--- src/rtl/pchb_req_driver.sv ---
// Clocked four-phase RZ initiator for a PCHB stage: accepts operands on valid/ready, drives a/b/en/req.
// Returns the captured result on valid/ready. in_ready stays low until the result is drained.
module pchb_req_driver #(
  parameter int WIDTH       = 4,
  parameter int SYNC_STAGES = 2,
  parameter int TIMEOUT     = 255
) (
  input  logic             clk,
  input  logic             reset_n,
  input  logic             in_valid,
  output logic             in_ready,
  input  logic [WIDTH-1:0] in_a,
  input  logic [WIDTH-1:0] in_b,
  output logic [WIDTH-1:0] a,
  output logic [WIDTH-1:0] b,
  output logic             en,
  output logic             req,
  input  logic             ack,
  input  logic [WIDTH-1:0] sum,
  output logic             out_valid,
  input  logic             out_ready,
  output logic [WIDTH-1:0] out_sum,
  output logic             busy,
  output logic             timeout_err
);

  localparam int TW = $clog2(TIMEOUT + 1);

  typedef enum logic [2:0] {
    IDLE   = 3'd0,
    SETUP  = 3'd1,
    REQ_HI = 3'd2,
    REQ_LO = 3'd3,
    RESULT = 3'd4,
    ERR    = 3'd5
  } state_t;

  state_t                 state;
  logic [SYNC_STAGES-1:0] ack_sync;
  logic                   ack_s;
  logic [TW-1:0]          timer;
  logic                   timed_out;

  assign ack_s     = ack_sync[SYNC_STAGES-1];
  assign timed_out = (timer == TW'(TIMEOUT));

  // ack comes straight from the asynchronous stage; only the last flop is trusted
  always_ff @(posedge clk or negedge reset_n) begin
    if (!reset_n) begin
      ack_sync <= '0;
    end else begin
      ack_sync <= {ack_sync[SYNC_STAGES-2:0], ack};
    end
  end

  always_ff @(posedge clk or negedge reset_n) begin
    if (!reset_n) begin
      state       <= IDLE;
      in_ready    <= 1'b0;
      a           <= '0;
      b           <= '0;
      en          <= 1'b0;
      req         <= 1'b0;
      out_valid   <= 1'b0;
      out_sum     <= '0;
      busy        <= 1'b0;
      timeout_err <= 1'b0;
      timer       <= '0;
    end else begin
      case (state)
        IDLE: begin
          in_ready <= 1'b1;
          if (in_valid && in_ready) begin
            a        <= in_a;
            b        <= in_b;
            en       <= 1'b1;
            busy     <= 1'b1;
            in_ready <= 1'b0;
            state    <= SETUP;
          end
        end
        // one cycle of data setup on a/b before req rises
        SETUP: begin
          req   <= 1'b1;
          timer <= '0;
          state <= REQ_HI;
        end
        REQ_HI: begin
          if (ack_s) begin
            out_sum <= sum;
            req     <= 1'b0;
            timer   <= '0;
            state   <= REQ_LO;
          end else if (timed_out) begin
            req         <= 1'b0;
            en          <= 1'b0;
            timeout_err <= 1'b1;
            state       <= ERR;
          end else begin
            timer <= timer + TW'(1);
          end
        end
        REQ_LO: begin
          if (!ack_s) begin
            en        <= 1'b0;
            out_valid <= 1'b1;
            state     <= RESULT;
          end else if (timed_out) begin
            en          <= 1'b0;
            timeout_err <= 1'b1;
            state       <= ERR;
          end else begin
            timer <= timer + TW'(1);
          end
        end
        RESULT: begin
          if (out_ready) begin
            out_valid <= 1'b0;
            busy      <= 1'b0;
            in_ready  <= 1'b1;
            state     <= IDLE;
          end
        end
        // sticky: only reset_n leaves this state
        ERR: begin
          req <= 1'b0;
          en  <= 1'b0;
        end
        default: begin
          state <= IDLE;
        end
      endcase
    end
  end

endmodule

--- config.mk ---
export PLATFORM = sky130hd
export DESIGN_NAME = pchb_req_driver
export DESIGN_NICKNAME = d
export VERILOG_FILES = /design/src/rtl/pchb_req_driver.sv
export SDC_FILE = /design/constraint.sdc
export NUM_CORES = 1
export LEC_CHECK = 0
export CAP_MARGIN = 25
export CORE_MARGIN = 2
export CORE_UTILIZATION = 49
export CTS_CLUSTER_SIZE = 24
export DETAILED_ROUTE_END_ITERATION = 8
export PLACE_DENSITY = 0.79
export SYNTH_ARGS = -nofsm -noshare
export SYNTH_HDL_FRONTEND = slang
export SYNTH_SLANG_ARGS = --single-unit
--- constraint.sdc ---
create_clock -name clk -period 2.1 [get_ports clk]
set_input_delay 0.42 -clock clk [delete_from_list [all_inputs] [get_ports clk]]
set_output_delay 0.42 -clock clk [all_outputs]
set_load 0.01 [all_outputs]
==> results by group, run 1 <==
STA
  – Clk_skew: ~0.012 ns
  – WHS: approximately 0.36 ns
  – RSZ-0062 raised after global routing: no
  – Final worst slack: roughly 0.16 ns
  – Max Slew Vio Count: 0
  – Fin. Hold Viols: 0
  – # setup viols final: 0
  – Slew @ Worst Pin: approximately 0.57 ns
  – Period utilisation layout: 92.5%
  – Rel. slew slack: just over 60%
  – Tmin final: 1.94 ns
  – Fin Setup TNS: 0 ns
  – F_max: 515 MHz

Setup path
  – Setup crit end kind: flip-flop
  – WP data required: 2.33 ns
  – CP max FO: 18
  – Critical path origin: timer[2]
  – Reg2reg start: timer[2]
  – Worst Path Arrival: ~2.2 ns
  – Crit path launch type: flip-flop
  – CP Class: reg2reg

Synthesis
  – Mapped Area: 0.00148 mm²
  – Asr flop ratio synth: 100%
  – Synth Warn #: 0
  – Post-synth EDFFs: 0
  – Main synth FF type: dfrtp_1
  – Yosys reg bits: 31
  – Post-Synthesis Net Count: 157
  – Synth Area per Inst: 10.6 µm²
  – Part of the Yosys area used for sequential elements: between 50% and 60%
  – Post-Syn Instances: around 140
  – Synth unique cells: 38

Hold path
  – Min-Delay Path Class: reg2reg
  – Min-delay src: ack_sync[0]

GRT
  – Global route hottest layer: met2
  – Largest net degree at the start of global routing: 32
  – First-pass GRT wire length: 5.70 mm
  – Met2 Track Usage GR: 38.3%
  – Grt met1 use: between 20% and 30%
  – Vias in the first global route: 1253
  – GR Overflow Total: 0
  – Initial antenna violation count: 0
  – Total track usage: 22.4%
  – Met3 GRT Util: 8.35%

Flow run
  – Max cap viols: 0

Layout
  – Fillers: about 230
  – Most frequent cells in the layout: 34 x clkdlybuf4s50_1, 31 x dfrtp_1, 12 x mux2_2
  – Final Instance Area: 0.00193 mm²
  – Area of the multi-input gates: between 600 and 700 µm²
  – Seq. cell area: 776 µm²
  – Share of cells above drive strength 1: 14.0%
  – Area delta synth->final: 30.8%
  – N_diodes: 0
  – Final nets: 195
  – Most common cell after layout, fill and taps aside: clkdlybuf4s50_1

Clock network
  – Cts repair resizes: 0
  – CTS buffer count: 5
  – TritonCTS clock tree: built
  – CTS H-Tree Depth: 2
  – Clk sinks: 31
  – Hold_buf cts: 0
  – Clk Latency, worst-skew pair: 0.35 ns
  – Clock transition at path regs: approximately 0.11 ns
  – Deepest clock path buffer count: 2
  – Root buf cell: clkbuf_4
  – # Post-CTS Setup Buffers: 0

Placed design
  – PortBufs: 34
  – Hpwl dp: 2.49 mm
  – DP Area: 0.00185 mm²
  – Place WS: about 0.2 ns
  – Gpl congestion: a little under 0.8

Run status
  – Outcome: completed

Route
  – Vias per inst: 5.93
  – Post-route antenna net violation count: 0
  – DR WL/cell: 16.7 µm
  – Drt pass-1 iters: 4
  – Vias after detailed routing: 1240
  – WL final: 3.48 mm
  – DRC: 0
  – Drt first-iter violations: 49

Die
  – Die width: 58.9 µm
  – Core area: 0.00281 mm²
  – Initial core utilization: 52.7%
  – FP Rows: 19
  – Die area: 0.00347 mm²
  – Die Span Y: 58.9 µm
  – I/O pin cnt: 35

Power and ir drop
  – LEAKAGE: 0.851 nW
  – Total power: about 1.1 mW
  – Power Dens Cells: 593 mW/mm²
  – Max rail drop VDD: 377 µV
area by class of cell:
type	count	area share [%]
inverters	3	0.582
repair buffers	38	19.1
well taps	31	2.01
multi-input cells	98	33.7
clock buffers	6	2.65
clock inverters	2	1.81
flip-flops and latches	31	40.1
path summary, 6_finish.rpt:
path | to | cells after the start | slack, ns
min in group asynchronous | timer[6] | 2 | 0.46
min | ack_sync[1] | 0 | 0.36
min reg2reg | ack_sync[1] | 0 | 0.36
max | state[0] | 4 | 0.16
max in group asynchronous | busy | 2 | 1.35
max reg2reg | state[0] | 4 | 0.16
sequential cells by signal, summed over array words and instances (netlist names):
signal       flops
timer            8
a                4
b                4
out_sum          4
state            3
ack_sync         2
busy             1
en               1
in_ready         1
out_valid        1
req              1
timeout_err      1
cells in the mapped netlist (2+ instances only):
cell	count	share of area (%)
clkbuf_1	3	0.76
buf_2	2	0.68
and4_1	2	1.2
nand2b_1	5	2.1
inv_1	3	0.76
or4_1	3	1.5
nor2_1	8	2.0
a31oi_1	5	2.1
a21oi_1	10	3.4
nand2_1	9	2.3
nand3_1	4	1.4
nor2b_1	4	1.7
dfrtp_1	31	52
o21ai_0	11	3.7
mux2_2	12	9.1
o31ai_1	4	2.0
nand3b_1	2	1.0
power breakdown:
group	switching (mW)	internal (mW)
clock network	0.217	0.281
logic	0.0195	0.0295
registers	0.00204	0.598
total	0.238	0.909
critical path: stages, from the launching register on:
cell	delay (ns)
dfrtp_1	0.47
and4_1	0.32
and4_1	0.59
a21oi_1	0.15
o311ai_0	0.28
logic make-up after synthesis:
family,synth area share [%]
buf+inv,3.47
simple gates,16.7
fa+ha+maj,0.846
compound gates,16.8
mux,9.81
flops,52.5
through the flow:
stage	std cells	util, %
3_5_place_dp	201	65.9
3_3_place_gp	201	65.9
6_report	209	69.0
5_1_grt	209	69.0
2_1_floorplan	139	-
4_1_cts	209	69.0
routing by layer:
layer,part of all wire (%),routed length [µm],up-vias
met5,0,0,-
met4,3.0,103,0
met3,6.7,233,11
met2,51,1770,46
met1,40,1380,592
li1,-,-,591
Power figures use the tool's default switching activity.
==> run 2: changes to the inputs <==
--- a/config.mk
+++ b/config.mk
@@ -6,11 +6,14 @@
 export NUM_CORES = 1
 export LEC_CHECK = 0
 export CAP_MARGIN = 25
+export CELL_PAD_IN_SITES_DETAIL_PLACEMENT = 1
+export CELL_PAD_IN_SITES_GLOBAL_PLACEMENT = 1
 export CORE_MARGIN = 2
-export CORE_UTILIZATION = 49
+export CORE_UTILIZATION = 40
 export CTS_CLUSTER_SIZE = 24
 export DETAILED_ROUTE_END_ITERATION = 8
-export PLACE_DENSITY = 0.79
+export PLACE_DENSITY_LB_ADDON = 0.1
 export SYNTH_ARGS = -nofsm -noshare
 export SYNTH_HDL_FRONTEND = slang
 export SYNTH_SLANG_ARGS = --single-unit
+export TNS_END_PERCENT = 50
==> constraint.sdc (replaced) <==
create_clock -name clk -period 2.5 [get_ports clk]
set_input_delay 0.5 -clock clk [delete_from_list [all_inputs] [get_ports clk]]
set_output_delay 0.5 -clock clk [all_outputs]
set_load 0.01 [all_outputs]
==> run 2 against run 1 <==
Effect of this change:
- die area grew 21%
- core utilization shrank 15 points
- sequential cell count is the same
- final cell count grew 7.7%
- combinational power shrank 18%
- clock skew shrank 0.0095 ns
- design area grew 1.4%
- wire length shrank 2.8%
- total power shrank 16%
- clock power shrank 15%
- clock-buffer cell count grew 2
- first-iteration DRC count grew 20%
- critical endpoint is now timer[4]
- highest routed layer unchanged
==> results by group, run 2 (synthesis results as in run 1) <==
Route
  – DRC: 0
  – Drt first-iter violations: 59
  – WL final: 3.39 mm
  – Drt pass-1 iters: 3
  – Post-route antenna net violation count: 0
  – Vias per inst: between 5 and 6
  – Vias after detailed routing: 1211
  – DR WL/cell: 15.1 µm

Clock network
  – # Post-CTS Setup Buffers: 0
  – TritonCTS clock tree: built
  – Deepest clock path buffer count: 2
  – Clock transition at path regs: about 0.060 ns
  – CTS H-Tree Depth: 2
  – CTS buffer count: 5
  – Clk sinks: 31
  – Clk Latency, worst-skew pair: 0.27 ns
  – Cts repair resizes: 0
  – Root buf cell: clkbuf_8
  – Hold_buf cts: 0

Placed design
  – Hpwl dp: approximately 2.5 mm
  – DP Area: between 0.0015 and 0.002 mm²
  – PortBufs: 34
  – Gpl congestion: between 0.7 and 0.8

Power and ir drop
  – Total power: 0.969 mW
  – LEAKAGE: 0.850 nW
  – Power Dens Cells: 494 mW/mm²
  – Max rail drop VDD: 396 µV

Layout
  – Largest register FFs: 8
  – Final Instance Area: 0.00196 mm²
  – Reg with most FFs: timer
  – Final nets: 194
  – Most frequent cells in the layout: 34 x clkdlybuf4s50_1, 31 x dfrtp_1, 12 x mux2_2
  – Fillers: 395
  – N_diodes: 0
  – Area delta synth->final: 32.7%
  – Share of cells above drive strength 1: approximately 13%
  – Most common cell after layout, fill and taps aside: clkdlybuf4s50_1

STA
  – F_max: 495 MHz
  – Tmin final: just over 2 ns
  – WHS: 0.354 ns
  – Slew @ Worst Pin: 0.570 ns
  – Rel. slew slack: 62.0%
  – RSZ-0062 raised after global routing: no
  – # setup viols final: 0
  – Clk_skew: 0.00269 ns
  – Max Slew Vio Count: 0
  – Period utilisation layout: 80.8%
  – Fin. Hold Viols: 0
  – Fin Setup TNS: 0 ns

Die
  – Initial core utilization: 41.0%
  – Die width: 64.8 µm
  – Die Span Y: 64.8 µm
  – Die area: between 0.004 and 0.005 mm²
  – Core area: 0.00361 mm²
  – FP Rows: 22
  – I/O pin cnt: 35

Flow run
  – Max cap viols: 0

Run status
  – Outcome: completed

Setup path
  – WP data required: 2.70 ns
  – CP Class: reg2reg
  – Worst Path Arrival: about 2.2 ns
  – CP max FO: 15
  – Crit path launch type: flip-flop
  – Setup crit end kind: flip-flop

GRT
  – Largest net degree at the start of global routing: 32
  – Initial antenna violation count: 0
  – GR Overflow Total: 0
  – Total track usage: 18.2%
  – Vias in the first global route: roughly 1300
  – First-pass GRT wire length: 5.81 mm

Hold path
  – Min-Delay Path Class: reg2reg
==> run 2: changes by cell type in the layout (fill, tap and decap cells not counted) <==
cell,previous run,this run
clkbuf_1,0,1
clkbuf_4,5,0
clkinv_2,1,0
buf_4,4,3
bufinv_16,1,0
clkbuf_8,1,7
==> run 2: through the flow <==
stage                     setup WS (ns)  utilization [%]  instances
after floorplan                   0.798                -        139
after global placement            0.564             51.6        217
after detailed placement          0.523             51.6        217
after CTS                         0.510             54.4        225
after global routing              0.364             54.4        225
final                             0.480             54.4        225
==> run 2: final timing paths <==
path	from	end	slack [ns]	cells after the start
worst min-delay path	ack_sync[0]	ack_sync[1]	0.35	0
worst max register to register	state[0]	timer[4]	0.48	4
worst min register to register	ack_sync[0]	ack_sync[1]	0.35	0
max in group asynchronous	reset_n	out_sum[1]	1.60	2
min in group asynchronous	reset_n	timer[4]	0.62	2
worst max-delay path	state[0]	timer[4]	0.48	4
==> run 2: metal layers <==
metal  global-route usage [%]  up-vias  routed length (µm)
met5                        0        -                   0
li1                         -      584                   -
met4                     4.79        0                  25
met3                     6.77        2                 158
met2                     30.3       25                1640
met1                     22.1      600                1570
==> run 2: power breakdown <==
part / switching [mW] / internal, mW / total (mW)
sequential: 0.00176 / 0.503 / 0.505
clock: 0.172 / 0.251 / 0.423
combinational: 0.0157 / 0.0248 / 0.0404
total: 0.190 / 0.779 / 0.969
==> run 2: cell type report <==
| class | count | area (µm²) | area share [%] |
|---|---|---|---|
| inverter | 3 | 11.3 | 0.574 |
| clock buffer | 8 | 100 | 5.10 |
| timing repair buffer | 37 | 363 | 18.5 |
| multi-input combinational | 98 | 652 | 33.2 |
| sequential | 31 | 776 | 39.5 |
| tap | 48 | 60.1 | 3.06 |
==> run 2: worst max-delay path, cell delays in order (launching register included) <==
cell and delay [ns]:
dfrtp_1 0.61, nor2_1 0.19, a211o_1 0.44, or4_1 0.55, a21oi_1 0.15
==> variant (settings of run 1) <==
Reset style: synchronous (`reset_n`), changed in 2 clocked blocks. Comments in the files are not updated.
--- a/src/rtl/pchb_req_driver.sv
+++ b/src/rtl/pchb_req_driver.sv
@@ -45,7 +45,7 @@
   assign timed_out = (timer == TW'(TIMEOUT));
 
   // ack comes straight from the asynchronous stage; only the last flop is trusted
-  always_ff @(posedge clk or negedge reset_n) begin
+  always_ff @(posedge clk) begin
     if (!reset_n) begin
       ack_sync <= '0;
     end else begin
@@ -53,7 +53,7 @@
     end
   end
 
-  always_ff @(posedge clk or negedge reset_n) begin
+  always_ff @(posedge clk) begin
     if (!reset_n) begin
       state       <= IDLE;
       in_ready    <= 1'b0;
Formal check against the unedited RTL: differs if reset_n is asserted again (counterexample within 4 cycles, from zero or initial values and one cycle with reset_n low); with reset_n held inactive, the same outputs for 10 cycles.
==> variant against run 1 <==
- via count grew 11%
- sequential cell count is the same
- first-iteration DRC count grew 69%
- final area shrank 2.9%
- routed wire length grew 0.95%
- area after synthesis shrank 3.5%
- clock skew shrank 0.0067 ns
- setup slack gained 0.17 ns
- utilization shrank 0.85 points
- die area shrank 3.2%
- critical path depth grew 1
Power is not compared: it rests on default switching activity, and its combinational part moved more than twofold at a synthesized area within 25%.
==> variant: results (changes against run 1) <==
reg2reg setup slack 0.33 ns (was 0.16 ns); CP Class flip-flop to flip-flop (unchanged); nets@finish 224 (was 195); Layout fillers 226 (was 225); CP max-delay cell or3_2 (was and4_1); grt met3 use 7.59% (was 8.35%); CP max FO 10 (was 18); vias per cell 5.80 (was 5.93); # port buffers 34 (unchanged); Iteration-0 DRC Markers 83 (was 49); list of most frequent post-synthesis cells dfxtp_1 (31), a21oi_1 (19), nand2_1 (16), nor2_1 (14), nand3_1 (12) (was dfrtp_1 (31), mux2_2 (12), o21ai_0 (11), a21oi_1 (10), nand2_1 (9)); min-delay src ack_sync[0] (unchanged); Max-slew headroom 68.1% (was 62.3%); outcome complete, no violations (unchanged); crit path DAT 2.00 ns (was 2.17 ns); combinational power 207 uW; CTS Buf Count 5 (unchanged); grt ovf 0 (unchanged); post-detail-place hpwl 2600 um (was 2490 um); post-CTS sizing 0 (unchanged); layout cells sized above 1 10.6% (was 14.0%); grt met2 use 39.3% (was 38.3%); Net Count, Synth 187 (was 157); clock share of power roughly 37%; metal1 wirelength 1430 um (was 1380 um); RD Place Congestion 0.811 (was 0.769); R2R depth 5 (was 4); WHS Path Cells 1 (was 0); metal2 WL 1790 um (was 1770 um); first-pass GRT wire length 5810 um (was 5700 um); Area contributors post-synth dfxtp_1 (43%), a21oi_1 (6.7%), nand3_1 (4.2%) (was dfrtp_1 (52%), mux2_2 (9.1%), o21ai_0 (3.7%)); reg2reg end state[1] (was state[0]); drt wl/cell 14.8 um (was 16.7 um); crit path launch timer[0] (was timer[2]); max reg flops 8 (unchanged); Seq/Total Area, Yosys 43.5% (was 52.5%); Pint 1000 uW; vias in the first global route 1,326 (was 1,253); asr flop ratio synth 0% (was 100%); largest net degree at the start of global routing 14 (was 32); Placement Cell Area 0.00179 mm2 (was 0.00185 mm2); Worst Hold Endpoint ack_sync[1] (unchanged); Fin Clk Skew 0.00544 ns (was 0.0122 ns); Critical Path Max Stage Delay 0.55 ns (was 0.59 ns); GR Util All Layers 22.7% (was 22.4%); Netlist cell types 44 (was 38)
==> variant: cell type report <==
cell class,count,share of cell area (%)
Multi-Input combinational cell,121,38.4
Timing Repair Buffer,40,20.5
Tap cell,31,2.07
Sequential cell,31,33.0
Clock buffer,6,2.73
Clock inverter,2,1.87
Inverter,7,1.40
==> variant: logic make-up after synthesis <==
group	after synthesis	synth area share, %
mux	6	4.29
simple gates	73	27.1
compound gates	40	17.4
buf+inv	17	6.22
xor+xnor	1	0.614
flops	31	43.5
fa+ha+maj	1	0.876
==> variant: stage by stage <==
step | hold WS, ns | setup WS (ns) | cells | utilization, % | power, uW
finish | 0.444 | 0.327 | 238 | 68.1 | 1340
global route | 0.474 | 0.204 | 238 | 68.1 | 1390
CTS | 0.445 | 0.246 | 238 | 68.0 | 1340
detailed placement | 0.421 | 0.185 | 230 | 64.9 | 856
global placement | 0.419 | 0.286 | 230 | 64.9 | 848
floorplan | 0.412 | 0.323 | 169 | - | 760
